**src/rtl/systolic_array_seq_ctrl.sv**
```systemverilog
// systolic_array_seq_ctrl: job sequencer for the 1xN weight-stationary column.
// Optional job cycle counter is built when SA_SEQ_CTRL_PERF_EN is defined.
module systolic_array_seq_ctrl #(
  parameter int BN_NUM   = 10,
  parameter int ACCU_NUM = 5,
  parameter int PIPE_LAT = 10,
  parameter int ADDR_W   = 8
) (
  input  logic              clk,
  input  logic              reset_n,
  input  logic              start,
  input  logic              abort,
  input  logic [7:0]        cfg_shift_num,
  output logic              busy,
  output logic              done,
  output logic              wet_rd_en,
  output logic [ADDR_W-1:0] wet_rd_addr,
  output logic              act_rd_en,
  output logic [ADDR_W-1:0] act_rd_addr,
  output logic              PE_mac_enable,
  output logic              PE_clear_acc,
  output logic              PE_weight_partial_sel,
  output logic [7:0]        PE_res_shift_num,
  output logic              res_wr_en,
  output logic [ADDR_W-1:0] res_wr_addr,
  output logic [31:0]       perf_cycles
);

  typedef enum logic [2:0] {
    S_IDLE,
    S_CLEAR,
    S_LOAD_W,
    S_STREAM,
    S_DRAIN,
    S_DONE
  } state_t;

  localparam logic [ADDR_W-1:0] W_LAST = ADDR_W'(ACCU_NUM - 1);
  localparam logic [ADDR_W-1:0] B_LAST = ADDR_W'(BN_NUM - 1);

  state_t              state_q, state_d;
  logic [ADDR_W-1:0]   cnt_q, cnt_d;
  logic [ADDR_W-1:0]   wr_cnt_q, wr_cnt_d;
  logic [PIPE_LAT-1:0] pipe_q, pipe_d;
  logic [7:0]          shift_q, shift_d;
  logic                accept;

  always_comb begin
    busy                  = 1'b0;
    done                  = 1'b0;
    wet_rd_en             = 1'b0;
    wet_rd_addr           = '0;
    act_rd_en             = 1'b0;
    act_rd_addr           = '0;
    PE_mac_enable         = 1'b0;
    PE_clear_acc          = 1'b0;
    PE_weight_partial_sel = 1'b0;
    unique case (state_q)
      S_IDLE: ;
      S_CLEAR: begin
        busy         = 1'b1;
        PE_clear_acc = 1'b1;
      end
      S_LOAD_W: begin
        busy                  = 1'b1;
        wet_rd_en             = 1'b1;
        wet_rd_addr           = cnt_q;
        PE_weight_partial_sel = 1'b1;
      end
      S_STREAM: begin
        busy          = 1'b1;
        act_rd_en     = 1'b1;
        act_rd_addr   = cnt_q;
        PE_mac_enable = 1'b1;
      end
      S_DRAIN: begin
        busy          = 1'b1;
        PE_mac_enable = 1'b1;
      end
      S_DONE: begin
        busy = 1'b1;
        done = 1'b1;
      end
      default: ;
    endcase
  end

  // Result strobe is the tap of the read-strobe delay line.
  assign res_wr_en        = pipe_q[PIPE_LAT-1];
  assign res_wr_addr      = res_wr_en ? wr_cnt_q : '0;
  assign PE_res_shift_num = shift_q;

  always_comb begin
    state_d   = state_q;
    cnt_d     = '0;
    accept    = 1'b0;
    wr_cnt_d  = res_wr_en ? wr_cnt_q + 1'b1 : wr_cnt_q;
    pipe_d    = pipe_q << 1;
    pipe_d[0] = act_rd_en;
    unique case (state_q)
      S_IDLE: begin
        if (start) begin
          state_d = S_CLEAR;
          accept  = 1'b1;
        end
      end
      S_CLEAR: state_d = S_LOAD_W;
      S_LOAD_W: begin
        if (cnt_q == W_LAST) state_d = S_STREAM;
        else cnt_d = cnt_q + 1'b1;
      end
      S_STREAM: begin
        if (cnt_q == B_LAST) state_d = S_DRAIN;
        else cnt_d = cnt_q + 1'b1;
      end
      S_DRAIN: begin
        if (res_wr_en && wr_cnt_q == B_LAST) state_d = S_DONE;
      end
      S_DONE: begin
        wr_cnt_d = '0;
        if (start) begin
          state_d = S_CLEAR;
          accept  = 1'b1;
        end else begin
          state_d = S_IDLE;
        end
      end
      default: state_d = S_IDLE;
    endcase
    if (abort) begin
      state_d  = S_IDLE;
      cnt_d    = '0;
      wr_cnt_d = '0;
      pipe_d   = '0;
      accept   = 1'b0;
    end
    shift_d = accept ? cfg_shift_num : shift_q;
  end

  always_ff @(posedge clk or negedge reset_n) begin
    if (!reset_n) begin
      state_q  <= S_IDLE;
      cnt_q    <= '0;
      wr_cnt_q <= '0;
      pipe_q   <= '0;
      shift_q  <= '0;
    end else begin
      state_q  <= state_d;
      cnt_q    <= cnt_d;
      wr_cnt_q <= wr_cnt_d;
      pipe_q   <= pipe_d;
      shift_q  <= shift_d;
    end
  end

`ifdef SA_SEQ_CTRL_PERF_EN
  logic [31:0] perf_q, perf_d;

  always_comb begin
    perf_d = perf_q;
    if (accept) perf_d = '0;
    else if (busy) perf_d = perf_q + 32'd1;
  end

  always_ff @(posedge clk or negedge reset_n) begin
    if (!reset_n) perf_q <= '0;
    else perf_q <= perf_d;
  end

  assign perf_cycles = perf_q;
`else
  assign perf_cycles = '0;
`endif

endmodule
```
**config.mk**
```make
export PLATFORM = sky130hd
export DESIGN_NAME = systolic_array_seq_ctrl
export DESIGN_NICKNAME = d
export VERILOG_FILES = /design/src/rtl/systolic_array_seq_ctrl.sv
export SDC_FILE = /design/constraint.sdc
export NUM_CORES = 1
export LEC_CHECK = 0
export ABC_AREA = 1
export CORE_ASPECT_RATIO = 1.4
export CORE_MARGIN = 1.5
export CORE_UTILIZATION = 40
export DETAILED_ROUTE_END_ITERATION = 8
export PLACE_DENSITY = 0.77
export SYNTH_ARGS = -nofsm -noshare
export SYNTH_HDL_FRONTEND = slang
export SYNTH_SLANG_ARGS = --single-unit
```
**constraint.sdc**
```tcl
create_clock -name clk -period 1.25 [get_ports clk]
set_input_delay 0.25 -clock clk [delete_from_list [all_inputs] [get_ports clk]]
set_output_delay 0.25 -clock clk [all_outputs]
set_load 0.02 [all_outputs]
```
After elaboration in Yosys (flattened, before gate mapping)
Index checks and enable logic that the tools add are counted.
- flip-flop bits (word level): 37
- bits of input ports: 12
- $add $sub $neg: 2
- equality and inequality tests: 12
- muxes and demuxes: 27
- reduce and logical (&&, ||, !) cells: 7
- operator list (operator ; number):
    $mux 8 ; 9
    $pmux 3 s6 ; 1
    $add 8x1->8 const B ; 2
    $eq 8x4->1 const B ; 2
    $pmux 8 s2 ; 1
    $mux 3 ; 5
    $ne 3x3->1 const B ; 4
    $mux 1 ; 10
    $mux 10 ; 1
    $eq 8x3->1 const B ; 1
    $eq 3x2->1 const B ; 2
    $eq 3x3->1 const B ; 2
    $reduce_or 5->1 ; 1
    $reduce_and 4->1 ; 1
    $reduce_or 2->1 ; 2
    $eq 3x1->1 const B ; 1
    $logic_not 3->1 ; 1
    $reduce_bool 3->1 ; 1
    $logic_and 1x1->1 ; 1

Logic depth before layout (Yosys ltp)
Gate-level depths: netlist (run 1).
- depth after elaboration: 5
- mapped depth: 9

Worst setup path before layout (run 1)
No wires, ideal clock.
- path kind: reg2out
- start: register state_q[1]
- end: output port act_rd_addr[0]
- arrival: 1087 ps
- data required time: 1000 ps
- setup slack: -87 ps
- cell stages (with the launch flop): 5
- buffers on the path: 0
- path through: dfrtp_1 > nand2_2 > nor2_4 > inv_2 > nor2_1
- longest elaborated chain between the ends: 2
- ends and longest elaborated chain (element ; line ; text):
    from (decl) ; 41 ; state_t state_q, state_d;
    from (signal assigned) ; 148 ; state_q <= state_d;
    $eq 3x2->1 ; 58 ; unique case (state_q)
    $mux 8 ; 58 ;
    to (decl) ; 19 ; output logic [ADDR_W-1:0] act_rd_addr,
Every way passes these cells.

Worst setup path in the final report (run 1)
- start: register state_q[1]
- end: output port act_rd_addr[6]
The elaborated chain is that of the path after synthesis.

==> results of run 1 <==
[worst max-delay path by stage]
stage	startpoint	to	slack, ps	cells past startpoint
global route	state_q[1]	act_rd_addr[5]	-460	5
CTS	state_q[0]	busy	-350	4
detailed placement	state_q[2]	act_rd_addr[2]	-510	5
global placement	state_q[2]	act_rd_addr[7]	-470	5
floorplan	state_q[1]	act_rd_addr[0]	-90	4
finish	state_q[1]	act_rd_addr[6]	-390	5
[flip-flops by register name, indices dropped and copies added (netlist names)]
register	cells
pipe_q	10
PE_res_shift_num	8
cnt_q	8
wr_cnt_q	8
state_q	3
[per-layer routing]
| metal | global-route usage [%] | wire length [um] | up-vias |
|---|---|---|---|
| met3 | 2.74 | 237 | 10 |
| met1 | 22.4 | 2290 | 1053 |
| li1 | - | - | 1055 |
| met5 | 0 | 0 | - |
| met4 | 6.77 | 113 | 0 |
| met2 | 36.1 | 3630 | 77 |
[through the flow]
stage / setup WS, ps / hold WS, ps / instances
floorplan: -87.3 / -45.6 / 317
global placement: -466 / 233 / 447
detailed placement: -506 / 229 / 447
CTS: -348 / 449 / 471
global route: -460 / 481 / 480
finish: -394 / 438 / 480
[area by class of cell]
type                            instances  area, sq um  area share [%]
Clock buffer                            5         68.8            1.78
Clock inverter                          3         46.3            1.19
Inverter                               56          243            6.26
Multi-Input combinational cell        190         1340            34.6
Sequential cell                        37          930            24.0
Tap cell                               66         82.6            2.13
Timing Repair Buffer                  123         1160            30.0
[timing repair]
action,4_1_cts,5_1_grt
pin swaps,17,32
setup buffers,12,14
hold buffers,1,0
endpoints found under the hold margin,37,0
gates cloned,3,1
gates resized for setup,252,122
endpoints found under the setup margin,67,66
[layout by cell type, fill, tap and decap left out, types with 4 or more instances in the layout]
cell type        count
nand2_2              9
buf_6               40
clkbuf_2             8
o21ai_1              8
xor2_1               7
nand2_1             26
buf_8                4
clkbuf_8             5
ha_1                 4
nor2_1              30
inv_2               18
dfrtp_1             34
nand3_4              8
clkdlybuf4s50_1     10
inv_1               31
conb_1              32
inv_4                5
nand3_1              4
nor2_2               7
buf_4               55
nor2_4              17
nand2_4             13
[power by group through the flow]
| stage | Combinational (W) | Clock, W | Sequential, W |
|---|---|---|---|
| floorplan | 0.000827 | 0 | 0.00166 |
| global placement | 0.00172 | 0 | 0.00149 |
| detailed placement | 0.00176 | 0 | 0.00150 |
| CTS | 0.00190 | 0.00108 | 0.00149 |
| global route | 0.00262 | 0.00112 | 0.00154 |
| finish | 0.00246 | 0.00105 | 0.00151 |
[critical path: stages (launching register included)]
cell and delay (ps):
dfrtp_2 460, nand2_2 100, nor2_4 180, inv_4 100
nor2_1 110, buf_4 150
[cell families (layout without fill, tap and decap cells)]
kind of cell | Yosys count | count (layout) | synth area share [%]
AO/OA/AOI/OAI | 19 | 19 | 4.87
adder cells (fa/ha/maj) | 5 | 5 | 2.87
AND/OR/NAND/NOR | 124 | 126 | 24.6
other | 1 | 32 | 0.172
buffers and inverters | 92 | 187 | 21.8
flip-flops | 37 | 37 | 42.4
XOR/XNOR | 8 | 8 | 3.21
==> key figures, run 1 <==
Run status
  – Status: finished, violations left
  – Failing checks: setup timing

Cells and area
  – Final Instance Area: 0.00387 sq mm
  – Nets: 430
  – Filler instances: 368
  – Number of diodes: 0
  – Post-layout util: 74.0%
  – Fraction of layout cells with a size suffix above 1: 52.7%
  – Area grow syn2layout: 77.5%

Logic synthesis
  – Distinct cells, synth: 25
  – Yosys reg bits: 37
  – Post-synth ARST share: 100%
  – Share of the synthesized area in the top cell type: 42.4%
  – Post-synthesis cell count: 286
  – Mapped Area: 0.00218 sq mm
  – Area leader, netlist: dfrtp_1
  – Sequential share of the synthesized area: 42.4%
  – Cell with the most instances after synthesis: nor2_1
  – Post-synth EDFFs: 0
  – Synth Area per Inst: 7.63 sq um
  – Dominant synthesized flop cell: dfrtp_1
  – Ys Warns: 0
  – Most frequent cells after synthesis: nor2_1, inv_1, nand2_1
  – Synth top area cells: dfrtp_1, buf_4, nor2_1

Drt
  – 1st-iter DRT viols: 53
  – Drt first pass iters: 4
  – DRT antenna net count: 0
  – DR vias: 2195
  – Vias per inst: 4.57
  – Avg WL per Cell: 13.1 um
  – Routed wire length: 6270 um
  – # DRC: 0

Place
  – DP Wirelength: 3600 um
  – Port Buffers: 51
  – GPL Wtd Cong: 0.854
  – Cell Area, Placed: 0.00304 sq mm

Pwr
  – Design Power: 0.00502 W
  – Logic pwr share: 48.9%
  – Sequential Power Share: 30.1%
  – Worst vdd ir: 0.952 mV
  – Internal power consumption: 0.00304 W
  – P_leak: 2.02 nW
  – Clk network pwr share: 21.0%
  – Net Sw Power: 0.00198 W
  – Power density cells: 1300 mW/mm^2
  – Sw Ratio: 39.5%

Floorplan
  – Full die area: 0.00592 sq mm
  – Std-Cell Rows: 31
  – DIE WIDTH: 65.4 um
  – Io pins: 84
  – Core area: 0.00524 sq mm
  – Die height: 90.4 um
  – Initial Util: 41.7%

Timing
  – Max Slew Vio Count: 0
  – Setup Skew: 3.49 ps
  – Final setup viols: 59
  – Fin. Hold Viols: 0
  – Min Tclk post-route: 1640 ps
  – Final setup TNS: -13130 ps
  – RSZ-0062 raised after global routing: yes
  – Final worst slack: -394 ps
  – Final Cycle Share: 132%
  – Max Fclk: 608 MHz

Critical path
  – Arrival @ worst endpoint: 1390 ps
  – Worst reg2reg setup slack: -210 ps
  – Worst EP required: 1000 ps
  – Kind of critical path: flop to primary output
  – R2r endpoint: cnt_q[5]
  – Reg2reg start: state_q[2]
  – Worst R2R Path Depth: 9
  – CP max FO: 9
  – Nature of the critical path startpoint: flop
  – Crit path capture type: primary output

GRT
  – Remaining Overflow, GRT: 0
  – Total Routing Usage GR: 19.6%
  – Vias in the first global route: 2017
  – Pin count of the biggest net entering global routing: 38
  – Global-route wire length before repair: 9050 um
  – Initial antenna violation count: 0

Clocking
  – CTS H-tree depth: 2
  – Clock sinks: 37
  – Clock Tree Buf Depth: 2
  – CTS Root Cell: clkbuf_8
  – CTS tree: done
  – Reg clk slew, reported paths: 80 ps
  – Clk_lat worst skew: 290 ps
  – Num CTS Buffers: 5

Worst hold path
  – HP Class: input port to async pin

Flow run
  – Max Cap Violations: 0
Power figures use the tool's default switching activity.
==> run 2: changes to the inputs <==
CAP_MARGIN = 10   (was not set)
==> results of run 2 <==
No change in the layout: final DEF, timing and power equal those of run 1.
==> run 3: changes to the inputs <==
CORE_UTILIZATION = 41   (was 40)
CTS_BUF_LIST = sky130_fd_sc_hd__clkbuf_8   (was not set)
PLACE_DENSITY = 0.79   (was 0.77)
==> run 3 against run 2 <==
Against the previous run: clock skew grew 6.1 ps; critical endpoint is now act_rd_addr[7]; flip-flop and latch count is the same; critical path depth grew 1; design area shrank 4.6%; largest cell class unchanged; global-route usage shrank 0.23 points; count of clock-buffer cells in the layout is the same; non-clock buffer count shrank 8; cell count shrank 1.7%; via count shrank 0.46%; the run still ends with setup timing left; largest power group unchanged; sequential share of layout area grew 1.1 points; total power shrank 9.8%.
==> key figures, run 3 (synthesis results as in run 1) <==
Run status
  – Status: finished, violations left
  – Failing checks: setup timing

Critical path
  – CP top delay family: flip-flops
  – Nature of the critical path startpoint: flop
  – Worst Path Buf+Inv: 3
  – Slowest-stage cell, CP: dfrtp_1
  – CP peak stage delay: 410 ps
  – Worst EP required: 1000 ps
  – CP max FO: 9
  – Crit-path cells: buf_6 > nand2_2 > nor2_4 > inv_4 > nor2_1 > buf_4
  – Kind of critical path: flop to primary output
  – Crit path capture type: primary output
  – Arrival @ worst endpoint: 1370 ps

Floorplan
  – Io pins: 84
  – Std-Cell Rows: 31
  – Core area: 0.00516 sq mm
  – Full die area: 0.00578 sq mm
  – Initial Util: 42.3%
  – Die height: 89.3 um
  – DIE WIDTH: 64.7 um

Timing
  – Final setup viols: 59
  – RSZ-0062 raised after global routing: yes
  – Final worst slack: -371 ps
  – Max Fclk: 617 MHz
  – Max Slew Vio Count: 0
  – Min Tclk post-route: 1620 ps
  – Fin. Hold Viols: 0
  – Setup Skew: 9.62 ps
  – Final Cycle Share: 130%

Clocking
  – CTS tree: done
  – Clk_lat worst skew: 300 ps
  – Clock sinks: 37
  – CTS Root Cell: clkbuf_8
  – CTS H-tree depth: 2
  – Reg clk slew, reported paths: 80 ps
  – Clock Tree Buf Depth: 2
  – Num CTS Buffers: 5

Cells and area
  – Max reg flops: 10
  – Commonest non-fill, non-tap cells in the layout: buf_4, dfrtp_1, inv_1
  – Nets: 422
  – Number of diodes: 0
  – Final Instance Area: 0.00370 sq mm
  – Fraction of layout cells with a size suffix above 1: 50.5%
  – Commonest non-fill, non-tap cell in the layout: buf_4
  – Largest register by flop count: pipe_q
  – Area grow syn2layout: 69.3%

Drt
  – Vias per inst: 4.63
  – Routed wire length: 6190 um
  – 1st-iter DRT viols: 50
  – Drt first pass iters: 4
  – DR vias: 2185
  – DRT antenna net count: 0
  – # DRC: 0
  – Avg WL per Cell: 13.1 um

Worst hold path
  – HP Class: input port to async pin

Place
  – GPL Wtd Cong: 0.900
  – DP Wirelength: 3530 um
  – Cell Area, Placed: 0.00301 sq mm
  – Port Buffers: 51
  – Post-Place Setup Slack: -593 ps

Pwr
  – Worst vdd ir: 0.898 mV
  – P_leak: 1.94 nW
  – Power density cells: 1230 mW/mm^2
  – Design Power: 0.00453 W

GRT
  – Global-route wire length before repair: 8520 um
  – Total Routing Usage GR: 19.4%
  – Pin count of the biggest net entering global routing: 38
  – Remaining Overflow, GRT: 0
  – Vias in the first global route: 1888
  – Initial antenna violation count: 0

Flow run
  – Max Cap Violations: 0
run 3: final timing paths:
kind / startpoint / endpoint / slack [ps] / depth (start not counted)
setup / recovery: state_q[0] / act_rd_addr[7] / -370 / 6
hold / removal: reset_n / wr_cnt_q[5] / 430 / 3
setup reg to reg: state_q[0] / wr_cnt_q[6] / -280 / 12
hold reg to reg: pipe_q[7] / pipe_q[8] / 460 / 2
max in group asynchronous: reset_n / state_q[1] / 600 / 3
min in group clk: pipe_q[7] / pipe_q[8] / 460 / 2
run 3: worst register-to-register path: cells and delay by family (launching register included):
family,cells,cell delay [ps]
buf+inv,6,620
simple gates,6,400
flops,1,420
run 3: cell type report:
class | instances | area, sq um
multi-input combinational | 190 | 1300
tap | 66 | 82.6
sequential | 37 | 928
timing repair buffer | 115 | 1060
fill | 372 | 1460
inverter | 56 | 239
clock inverter | 3 | 13.8
clock buffer | 5 | 68.8
run 3: metal layers:
metal | global-route usage [%] | part of all wire [%] | wire [um]
met1 | 22.0 | 39 | 2400
met5 | 0 | 0 | 0
met2 | 35.5 | 54 | 3350
met4 | 8.12 | 2.6 | 158
met3 | 3.78 | 4.5 | 278
run 3: where the power goes:
group | switching, W | internal, W | leakage (nW)
clock network | 0.000433 | 0.000378 | 0.0491
registers | 0.000140 | 0.00137 | 0.499
logic | 0.00128 | 0.000933 | 1.39
run 3: what timing repair did:
item                                   in CTS  in global routing
resized for setup                         224                115
buffers inserted                            8                 11
setup endpoints to repair                  67                 63
gates cloned                                1                  2
pin swaps                                   9                 22
hold buffers                                1                  0
endpoints found under the hold margin      37                  0
run 3: through the flow:
stage                     setup TNS [ps]  std cells  utilization, %  hold slack, ps
after detailed placement          -16400        443            58.3             230
after global placement            -15220        443            58.3             234
after global routing              -16760        472            71.6             457
final                             -13150        472            71.6             431
after CTS                         -11880        461            64.2             451
after floorplan                    -1480        317               -           -45.6
